`config.mk`:
```
export PLATFORM = sky130hd
export DESIGN_NAME = match_scheduler_flat
export DESIGN_NICKNAME = d
export VERILOG_FILES = /design/src/rtl/match_scheduler_pkg.sv /design/src/rtl/match_scheduler_if.sv /design/src/rtl/match_scheduler_batch_table.sv /design/src/rtl/match_scheduler.sv /design/src/flat_wrapper.sv
export SDC_FILE = /design/constraint.sdc
export NUM_CORES = 1
export LEC_CHECK = 0
export ABC_AREA = 0
export BUFFER_PORTS_ARGS = -buffer_cell sky130_fd_sc_hd__buf_2
export CORE_MARGIN = 2
export CORE_UTILIZATION = 25
export CTS_CLUSTER_DIAMETER = 60
export CTS_CLUSTER_SIZE = 30
export DETAILED_ROUTE_END_ITERATION = 6
export SKIP_LAST_GASP = 1
export SLEW_MARGIN = 20
export SYNTH_ARGS = -nofsm -noshare
export SYNTH_HDL_FRONTEND = slang
export SYNTH_SLANG_ARGS = --single-unit
```
`constraint.sdc`:
```
create_clock -name clk -period 38.4 [get_ports clk]
set_input_delay 5.76 -clock clk [delete_from_list [all_inputs] [get_ports clk]]
set_output_delay 5.76 -clock clk [all_outputs]
set_load 0.05 [all_outputs]
```
`src/rtl/match_scheduler_pkg.sv`:
```
// match_sched_pkg: shared types and default sizes for the match_scheduler slice.
package match_sched_pkg;
  localparam int DWIDTH   = 8;
  localparam int LANES    = 16;
  localparam int RES_W    = 302;
  localparam int NBATCH_D = 4;
  localparam int TO_CYC_D = 1024;
  typedef enum logic [2:0] {IDLE, WAIT_STR, ISSUE, WAIT_DONE, NEXT, FIN} state_t;
  typedef struct packed {
    logic [LANES*DWIDTH-1:0] weight;
    logic [LANES*8-1:0]      len;
    logic [7:0]              count;
  } batch_t;
endpackage

```
`src/rtl/match_scheduler_if.sv`:
```
// match_scheduler_if: handshake between the scheduler (master) and one string_match engine (slave).
interface match_scheduler_if;
  import match_sched_pkg::*;
  logic                    string_ready;
  logic                    done;
  logic [RES_W-1:0]        result;
  logic                    weight_enable;
  logic [LANES*DWIDTH-1:0] weight;
  logic [LANES*8-1:0]      len_arr;
  logic [7:0]              weight_count;
  logic                    string_finish;
  modport master (input string_ready, done, result,
                  output weight_enable, weight, len_arr, weight_count, string_finish);
  modport slave  (output string_ready, done, result,
                  input weight_enable, weight, len_arr, weight_count, string_finish);
endinterface

```
`src/rtl/match_scheduler_batch_table.sv`:
```
// match_batch_table: NBATCH-deep keyword batch register file, sync write, registered read, not reset.
module match_batch_table
  import match_sched_pkg::*;
#(
  parameter int  NBATCH = NBATCH_D,
  localparam int AW     = $clog2(NBATCH)
) (
  input  logic          clk,
  input  logic          we_i,
  input  logic [AW-1:0] waddr_i,
  input  batch_t        wdata_i,
  input  logic [AW-1:0] raddr_i,
  output batch_t        rdata_o
);
  batch_t mem_q [NBATCH];
  batch_t rdata_q;
  always_ff @(posedge clk) begin
    if (we_i) mem_q[waddr_i] <= wdata_i;
    rdata_q <= mem_q[raddr_i];
  end
  assign rdata_o = rdata_q;
endmodule

```
`src/rtl/match_scheduler.sv`:
```
// match_scheduler: sequences one string_match engine over strings x keyword batches.
// Optional watchdog on WAIT_STR/WAIT_DONE enabled by `define MATCH_SCHED_TIMEOUT_EN.
module match_scheduler
  import match_sched_pkg::*;
#(
  parameter int NBATCH = NBATCH_D
`ifdef MATCH_SCHED_TIMEOUT_EN
  , parameter int TO_CYC = TO_CYC_D
`endif
  , localparam int AW = $clog2(NBATCH)
) (
  input  logic                    clk,
  input  logic                    reset,
  input  logic                    cfg_we,
  input  logic [AW-1:0]           cfg_addr,
  input  logic [LANES*DWIDTH-1:0] cfg_weight,
  input  logic [LANES*8-1:0]      cfg_len,
  input  logic [7:0]              cfg_count,
  input  logic [AW:0]             num_batches,
  input  logic [15:0]             num_strings,
  input  logic                    start,
  match_scheduler_if.master       eng,
  output logic [RES_W-1:0]        res_data,
  output logic                    res_valid,
  output logic [15:0]             str_idx,
  output logic                    busy,
  output logic                    error
);
  localparam logic [AW:0] NB_MAX = (AW+1)'(NBATCH);
  state_t           state_q;
  logic             ph_q, done_q, we_q, sf_q, rv_q, busy_q, err_q;
  logic [AW-1:0]    bidx_q, raddr;
  logic [AW:0]      nb_q;
  logic [15:0]      ns_q, str_q;
  logic [RES_W-1:0] res_q;
  batch_t           cur_q, rd;
  logic             done_rise, last, to_hit;
  assign done_rise = eng.done & ~done_q;
  assign last      = {1'b0, bidx_q} == nb_q - 1'b1;
  // prefetch the following batch while in NEXT so ISSUE sees it after the read latency
  assign raddr     = (state_q == NEXT && !last) ? bidx_q + 1'b1 : bidx_q;
  match_batch_table #(.NBATCH(NBATCH)) u_tbl (
    .clk     (clk),
    .we_i    (cfg_we & ~busy_q),
    .waddr_i (cfg_addr),
    .wdata_i (batch_t'{cfg_weight, cfg_len, cfg_count}),
    .raddr_i (raddr),
    .rdata_o (rd)
  );
`ifdef MATCH_SCHED_TIMEOUT_EN
  logic [15:0] to_cnt_q;
  logic        waiting, leave;
  assign waiting = state_q inside {WAIT_STR, WAIT_DONE};
  assign to_hit  = waiting && to_cnt_q == 16'(TO_CYC - 1);
  assign leave   = (state_q == WAIT_STR && eng.string_ready) || (state_q == WAIT_DONE && done_rise) || to_hit;
  always_ff @(posedge clk or negedge reset)
    if (!reset) to_cnt_q <= '0;
    else        to_cnt_q <= (waiting && !leave) ? to_cnt_q + 16'd1 : '0;
`else
  assign to_hit = 1'b0;
`endif
  always_ff @(posedge clk or negedge reset) begin
    if (!reset) begin
      state_q <= IDLE;
      {ph_q, done_q, we_q, sf_q, rv_q, busy_q, err_q} <= '0;
      bidx_q  <= '0;
      nb_q    <= '0;
      ns_q    <= '0;
      str_q   <= '0;
      res_q   <= '0;
      cur_q   <= '0;
    end else begin
      done_q <= eng.done;
      we_q   <= 1'b0;
      rv_q   <= 1'b0;
      if (cfg_we && busy_q) err_q <= 1'b1;
      case (state_q)
        IDLE: if (start) begin
          if (num_batches == '0 || num_batches > NB_MAX || num_strings == '0) err_q <= 1'b1;
          else begin
            nb_q    <= num_batches;
            ns_q    <= num_strings;
            str_q   <= '0;
            bidx_q  <= '0;
            busy_q  <= 1'b1;
            state_q <= WAIT_STR;
          end
        end
        WAIT_STR: if (eng.string_ready) state_q <= ISSUE;
          else if (to_hit) begin
            err_q   <= 1'b1;
            busy_q  <= 1'b0;
            state_q <= FIN;
          end
        ISSUE: begin
          ph_q <= ~ph_q;
          if (!ph_q) begin
            cur_q <= rd;
            sf_q  <= last;
          end else begin
            we_q    <= 1'b1;
            state_q <= WAIT_DONE;
          end
        end
        WAIT_DONE: if (done_rise) begin
            state_q <= NEXT;
            if (last) begin
              res_q <= eng.result;
              rv_q  <= 1'b1;
            end
          end else if (to_hit) begin
            err_q   <= 1'b1;
            busy_q  <= 1'b0;
            state_q <= FIN;
          end
        NEXT: if (last) begin
            bidx_q <= '0;
            str_q  <= str_q + 16'd1;
            sf_q   <= 1'b0;
            busy_q <= str_q + 16'd1 != ns_q;
            state_q <= (str_q + 16'd1 == ns_q) ? FIN : WAIT_STR;
          end else if (!eng.done) begin
            bidx_q  <= bidx_q + 1'b1;
            state_q <= ISSUE;
          end
        FIN: begin
          sf_q    <= 1'b0;
          state_q <= IDLE;
        end
        default: state_q <= IDLE;
      endcase
    end
  end
  assign eng.weight_enable = we_q;
  assign eng.weight        = cur_q.weight;
  assign eng.len_arr       = cur_q.len;
  assign eng.weight_count  = cur_q.count;
  assign eng.string_finish = sf_q;
  assign res_data          = res_q;
  assign res_valid         = rv_q;
  assign str_idx           = str_q;
  assign busy              = busy_q;
  assign error             = err_q;
endmodule
```
`src/flat_wrapper.sv`:
```
// flat-port wrapper written by rule: the top's interface ports become plain ports
module match_scheduler_flat import match_sched_pkg::*;
#(
  parameter int NBATCH = NBATCH_D

  , localparam int AW = $clog2(NBATCH)
)
  (clk, reset, cfg_we, cfg_addr, cfg_weight, cfg_len, cfg_count, num_batches, num_strings, start, res_data, res_valid, str_idx, busy, error, eng_string_ready, eng_done, eng_result, eng_weight_enable, eng_weight, eng_len_arr, eng_weight_count, eng_string_finish);
  match_scheduler_if eng_i ();
  input  logic clk;
  input  logic reset;
  input  logic cfg_we;
  input  logic [AW-1:0] cfg_addr;
  input  logic [LANES*DWIDTH-1:0] cfg_weight;
  input  logic [LANES*8-1:0] cfg_len;
  input  logic [7:0] cfg_count;
  input  logic [AW:0] num_batches;
  input  logic [15:0] num_strings;
  input  logic start;
  output logic [RES_W-1:0] res_data;
  output logic res_valid;
  output logic [15:0] str_idx;
  output logic busy;
  output logic error;
  input wire logic [$bits(eng_i.string_ready)-1:0] eng_string_ready;
  input wire logic [$bits(eng_i.done)-1:0] eng_done;
  input wire logic [$bits(eng_i.result)-1:0] eng_result;
  output wire logic [$bits(eng_i.weight_enable)-1:0] eng_weight_enable;
  output wire logic [$bits(eng_i.weight)-1:0] eng_weight;
  output wire logic [$bits(eng_i.len_arr)-1:0] eng_len_arr;
  output wire logic [$bits(eng_i.weight_count)-1:0] eng_weight_count;
  output wire logic [$bits(eng_i.string_finish)-1:0] eng_string_finish;
  assign eng_i.string_ready = eng_string_ready;
  assign eng_i.done = eng_done;
  assign eng_i.result = eng_result;
  assign eng_weight_enable = eng_i.weight_enable;
  assign eng_weight = eng_i.weight;
  assign eng_len_arr = eng_i.len_arr;
  assign eng_weight_count = eng_i.weight_count;
  assign eng_string_finish = eng_i.string_finish;
  match_scheduler #(.NBATCH(NBATCH)) u_core (.clk(clk), .reset(reset), .cfg_we(cfg_we), .cfg_addr(cfg_addr), .cfg_weight(cfg_weight), .cfg_len(cfg_len), .cfg_count(cfg_count), .num_batches(num_batches), .num_strings(num_strings), .start(start), .eng(eng_i), .res_data(res_data), .res_valid(res_valid), .str_idx(str_idx), .busy(busy), .error(error));
endmodule
```
==> results_dict.tcl, run 1 <==
set metrics [dict create \
    fin_cells 8114 \
    post-route-period-util 0.265 \
    routabilityCongestion 0.945 \
    routed_wl_um 215000 \
    overflow 0 \
    finalNetCount 4985 \
    yosys_register_bits 1933 \
    synthToLayoutAreaGrowth_pct 23.3 \
    min_to "u_core.eng.weight_count[6]$_DFFE_PN0P_" \
    worstPathMaxFanout 86 \
    path_class "input port to flop" \
    grt_pass1_wl_um 292000 \
    h-tree-depth 4 \
    synth_edf_count 1056 \
    port_buffers 1179 \
    max_slew_margin 0.258 \
    regToRegEndpoint "u_core.res_data[223]$_DFFE_PN0P_" \
    hpwl_um 159000 \
    setup_viol 0 \
    p_int_w 0.00438 \
    synth.yosys.seq_area_share 0.781 \
    die_h_um 522 \
    cts_buffers 146 \
    grt.total_usage 0.152 \
    start_util 0.251 \
    synth.avg_cell_area_um2 21.3 \
    tritoncts "yes" \
    dp_cells 7794 \
    wl_per_cell_um 26.5 \
    postSynth.asyncResetShare 0.317 \
    cp_top_family "buffers and inverters" \
    r2r_slack_ns 31.91 \
    ant_nets 0 \
    slew_violations 0 \
    pin_count 1180 \
    root_buffer "clkbuf_16" \
    cp_common_cell "buf_4" \
    post_cts_resized 0 \
    drc 0 \
    grt_pass1_vias 36300 \
    yosysTopAreaCell "edfxtp_1" \
    synth.top_cells.by_count "1056 x edfxtp_1, 613 x dfrtp_1, 561 x mux2_2" \
    holdPathStages 1 \
    synth_fp_nets 3742 \
    p_comb_frac 0.368 \
    holdCritStartpoint "u_core.u_tbl.rdata_o[6]$_DFF_P_" \
    crit_slowest_cell "buf_4" \
    vias 35000 \
    synth_top_area_frac 0.473 \
    arrival_ns 10.84 \
    worst_pin_slew_ns 1.11 \
    die_x_um 522 \
    ir_worst_vdd_mv 0.0699 \
    leakagePower_nw 32.0 \
    core_area_mm2 0.267 \
    fp-row-count 190 \
    timing.rr.start "u_core.nb_q[0]$_DFFE_PN0P_" \
    hold_class "flop to flop" \
    path_cells "buf_2, nand3b_1, nor3_4, buf_4, buf_4, buf_4, buf_4, mux2_2" \
    cts_setup_buffers 0 \
    dr.pass1.iters 7 \
    ff2ff_path_depth 10 \
    synth.area.top_cells "edfxtp_1 47%, dfrtp_1 23%, mux2_2 9.4%" \
    swShare 0.409 \
    power.total_w 0.00741 \
    p_clk_frac 0.230 \
    grt_max_degree 110 \
    required_ns 39.06 \
    rsz0062_at_grt "no" \
    start_kind "input port" \
    clock_path_buffers 4 \
    die-area_mm2 0.272 \
    insertion_delay_ns 0.83 \
    cap_violations 0 \
    outcome "complete, no violations" \
    synth_ff_type "edfxtp_1" \
    netlist_area_mm2 0.0670 \
    tns_ns 0 \
    clk_pin_slew_ns 0.09 \
    vias_per_cell 4.32 \
    synth_most_common_cell "edfxtp_1" \
    drt-initial-drc-count 2268 \
    cts_hold_buf 0 \
    synthCells 3147 \
    crit_buf_inv 5 \
    clock_skew_ns 0.0441 \
    hold_viol_final 0 \
    cp-end-kind "flop" \
    antenna_found_initial 114 \
    p_switching_w 0.00303 \
    timing.fmax_mhz 98.3 \
    drive_gt1_frac 0.518 \
    share_seq_of_total_power 0.402 \
    yosysUniqueCellTypes 53 \
    cts_sinks 1933 \
    max_stage_delay_ns 0.95 \
    layout_min_cycle_time_ns 10.18 \
    power.density_mw_per_mm2 89.6 \
    synth_warnings 0 \
]
## layer usage
metal	share of wire	vias up	GRT usage
met5	0.0031	-	0
met4	0.052	102	0.0647
met3	0.085	479	0.0516
met2	0.50	1303	0.263
met1	0.36	18400	0.170
li1	-	14800	-
## through the flow
step                setup WS (ns)   util  hold WS, ns  cell area, µm²
detailed placement          27.55  0.288        0.445           77100
CTS                         28.46  0.309        0.431           82500
global placement            27.67  0.288        0.441           77100
global route                28.07  0.309        0.446           82600
floorplan                   12.10      -        0.439           67000
finish                      28.22  0.309        0.426           82600
## cell usage in the layout (no fill, tap or decap), types with 10 or more instances in the layout
cell       Yosys  final
buf_2         82   1178
edfxtp_1    1056   1056
dfrtp_1      613    613
mux2_2       561    561
mux4_2       264    264
dfxtp_1      264    264
clkbuf_16      0    152
diode_2        0     54
buf_4         37     53
o21ai_0       36     36
nand2_1       27     27
nor2_1        25     22
inv_8          0     22
mux2_1        20     20
clkinv_8       0     19
inv_6          0     18
xnor2_1       16     14
inv_1         10     10
xor2_1        10     10
nand3_1       10     10
inv_12         0     10
## final cells by class
| cell class | instances | area (µm²) |
|---|---|---|
| diodes | 54 | 135 |
| clock buffers | 160 | 3870 |
| clock inverters | 106 | 1550 |
| fillers | 26100 | 185000 |
| inverters | 10 | 37.5 |
| multi-input cells | 1065 | 13900 |
| flip-flops and latches | 1933 | 52300 |
| well taps | 3552 | 4440 |
| repair buffers | 1234 | 6350 |
## registers in the layout (all words and copies together) (netlist names), 8 cells and up
register	flops
u_core.eng.weight_count	8
u_core.u_tbl.rdata_o	264
u_core.res_data	302
u_core.eng.weight	128
u_core.ns_q	16
u_core.eng.len_arr	128
u_core.u_tbl.mem_q	1056
u_core.str_idx	16
## kinds of logic (layout without fill, tap and decap cells)
kind of cell	count (synthesis)	count (layout)	share of synthesized area
AOI/OAI and AO/OA	71	71	0.00641
xor gates and xnor gates	27	27	0.00364
adders and majority gates	2	2	0.000373
buffers and inverters	149	1510	0.0120
DFF	1933	1933	0.781
muxes	847	847	0.187
other	0	54	0
and+or+nand+nor	118	118	0.00979
## worst max path at each step
stage	start	to	slack, ns	depth (start not counted)
final	eng_done	u_core.res_data[223]$_DFFE_PN0P_	28.22	8
after global routing	eng_done	u_core.res_data[223]$_DFFE_PN0P_	28.07	8
after CTS	eng_done	u_core.res_data[223]$_DFFE_PN0P_	28.46	8
after detailed placement	eng_done	u_core.res_data[196]$_DFFE_PN0P_	27.55	8
after global placement	eng_done	u_core.res_data[216]$_DFFE_PN0P_	27.67	8
after floorplan	cfg_we	u_core.u_tbl.mem_q[0][0]$_DFFE_PP_	12.10	2
## power by group through the flow
stage	combinational, W	sequential [W]	clock [W]
floorplan	0.000914	0.00399	0
detailed placement	0.00278	0.00302	0
finish	0.00273	0.00297	0.00170
CTS	0.00278	0.00298	0.00176
global route	0.00285	0.00303	0.00183
global placement	0.00276	0.00301	0
No activity file was read; power rests on OpenSTA's default activity.
==> run 2, diff against run 1 <==
Clock period 38.4 ns to 8.2 ns, I/O delays scaled along.
==> results_dict.tcl, run 2 (synthesis gave the netlist of run 1 again) <==
set metrics [dict create \
    setup_viol 0 \
    die_h_um 522 \
    start_util 0.251 \
    cp.depth 8 \
    leakagePower_nw 32.2 \
    top_register "u_core.u_tbl.mem_q" \
    wl_per_cell_um 26.9 \
    grt_pass1_vias 36000 \
    timing.fmax_mhz 241 \
    cts_buffers 158 \
    finalNetCount 4985 \
    overflow 0 \
    insertion_delay_ns 0.83 \
    cp-end-kind "flop" \
    final_cell_mix "1178 x buf_2, 1056 x edfxtp_1, 613 x dfrtp_1" \
    path_cells "inv_1, ha_1, xnor2_1, or3_1, nor3_4, buf_4, buf_12, mux2_2" \
    wl_met2_um 108000 \
    cap_violations 0 \
    fin_ws_ns 4.05 \
    grt.total_usage 0.154 \
    drc 0 \
    largest_reg_flops 1056 \
    outcome "complete, no violations" \
    place_ws_ns 4.16 \
    crit_slowest_cell "buf_4" \
    vias_per_cell 4.34 \
    clock_skew_ns 0.0466 \
    grt_pass1_wl_um 293000 \
    worstPathMaxFanout 158 \
    antenna_found_initial 140 \
    tritoncts "yes" \
    required_ns 8.91 \
    slew_violations 0 \
    power.density_mw_per_mm2 422 \
    wl_met3_um 20500 \
    grt_max_degree 159 \
    start_kind "flop" \
    layout_min_cycle_time_ns 4.15 \
    m1WireLength_um 78100 \
    fin_hold_ws_ns 0.384 \
    max_stage_delay_ns 0.79 \
    final_common_cell "buf_2" \
    ff2ff_path_depth 8 \
    cts_sinks 1933 \
    h-tree-depth 4 \
    ir_worst_vdd_mv 0.403 \
    port_buffers 1179 \
    ant_nets 0 \
    core_area_mm2 0.267 \
    die_x_um 522 \
    root_buffer "clkbuf_16" \
    hpwl_um 157000 \
    routed_wl_um 218000 \
    drive_gt1_frac 0.518 \
    cts_hold_buf 0 \
    clk_pin_slew_ns 0.09 \
    post-route-period-util 0.506 \
    synthToLayoutAreaGrowth_pct 23.9 \
    cts_setup_buffers 0 \
    arrival_ns 4.86 \
    cp_top_family "buffers and inverters" \
    fp-row-count 190 \
    vias 35200 \
    hold_viol_final 0 \
    dr.pass1.iters 5 \
    worst_pin_slew_ns 1.30 \
    tns_ns 0 \
    max_slew_margin 0.132 \
    top_layer "met5" \
    hold_class "input port to async pin" \
    path_class "flop to flop" \
    power.total_w 0.0350 \
    clock_path_buffers 4 \
    drt-initial-drc-count 2616 \
    rsz0062_at_grt "no" \
    routabilityCongestion 0.863 \
    pin_count 1180 \
    die-area_mm2 0.272 \
    post_cts_resized 0 \
    crit_buf_inv 3 \
]
[run 2: cell count changes in the layout (fill, tap and decap cells not counted), moves of 2 or more]
| cell | change |
|---|---|
| buf_12 | +15 |
| buf_4 | -27 |
| clkbuf_16 | +10 |
| clkbuf_8 | -2 |
| clkinv_1 | +4 |
| clkinv_4 | +4 |
| clkinvlp_4 | +5 |
| diode_2 | -25 |
| inv_12 | +10 |
| inv_8 | -13 |
[run 2: cell type report]
cell class / count / area (µm²)
antenna: 29 / 72.6
clock buffer: 169 / 4100
clock inverter: 118 / 1660
fill: 26100 / 184000
inverter: 10 / 37.5
multi-input combinational: 1065 / 13900
sequential: 1933 / 52300
tap: 3552 / 4440
timing repair buffer: 1222 / 6450
[run 2: per-layer routing]
metal / up-vias / track usage
met5: - / 0
met4: 110 / 0.0672
met3: 492 / 0.0584
met2: 1391 / 0.263
met1: 18400 / 0.169
li1: 14800 / -
[run 2: per-stage QoR]
stage	instances	utilization	cell area [µm²]
2_1_floorplan	3147	-	67000
3_5_place_dp	7782	0.289	77200
6_report	8098	0.311	83000
5_1_grt	8082	0.311	83000
4_1_cts	8069	0.310	82900
3_3_place_gp	7782	0.289	77200
[run 2: worst reg2reg max path: cells and delay by family (launching register included)]
family / cells / cell delay [ns]
xor gates and xnor gates: 1 / 0.20
adders and majority gates: 1 / 0.32
buffers and inverters: 3 / 1.47
DFF: 1 / 0.41
muxes: 1 / 0.95
and+or+nand+nor: 2 / 0.69
[run 2: power breakdown]
part	total, W	switching, W	internal, W
registers	0.0138	0.00112	0.0127
logic	0.0129	0.00901	0.00390
clock network	0.00833	0.00416	0.00417
[run 2: path summary, 6_finish.rpt]
path / from / endpoint / slack [ns]
setup / recovery: u_core.nb_q[0]$_DFFE_PN0P_ / u_core.res_data[176]$_DFFE_PN0P_ / 4.05
hold / removal: reset / u_core.eng.len_arr[11]$_DFFE_PN0P_ / 0.38
setup reg to reg: u_core.nb_q[0]$_DFFE_PN0P_ / u_core.res_data[176]$_DFFE_PN0P_ / 4.05
hold reg to reg: u_core.u_tbl.rdata_o[7]$_DFF_P_ / u_core.eng.weight_count[7]$_DFFE_PN0P_ / 0.43
max in group asynchronous: reset / u_core.res_data[235]$_DFFE_PN0P_ / 5.96
min in group clk: u_core.u_tbl.rdata_o[7]$_DFF_P_ / u_core.eng.weight_count[7]$_DFFE_PN0P_ / 0.43
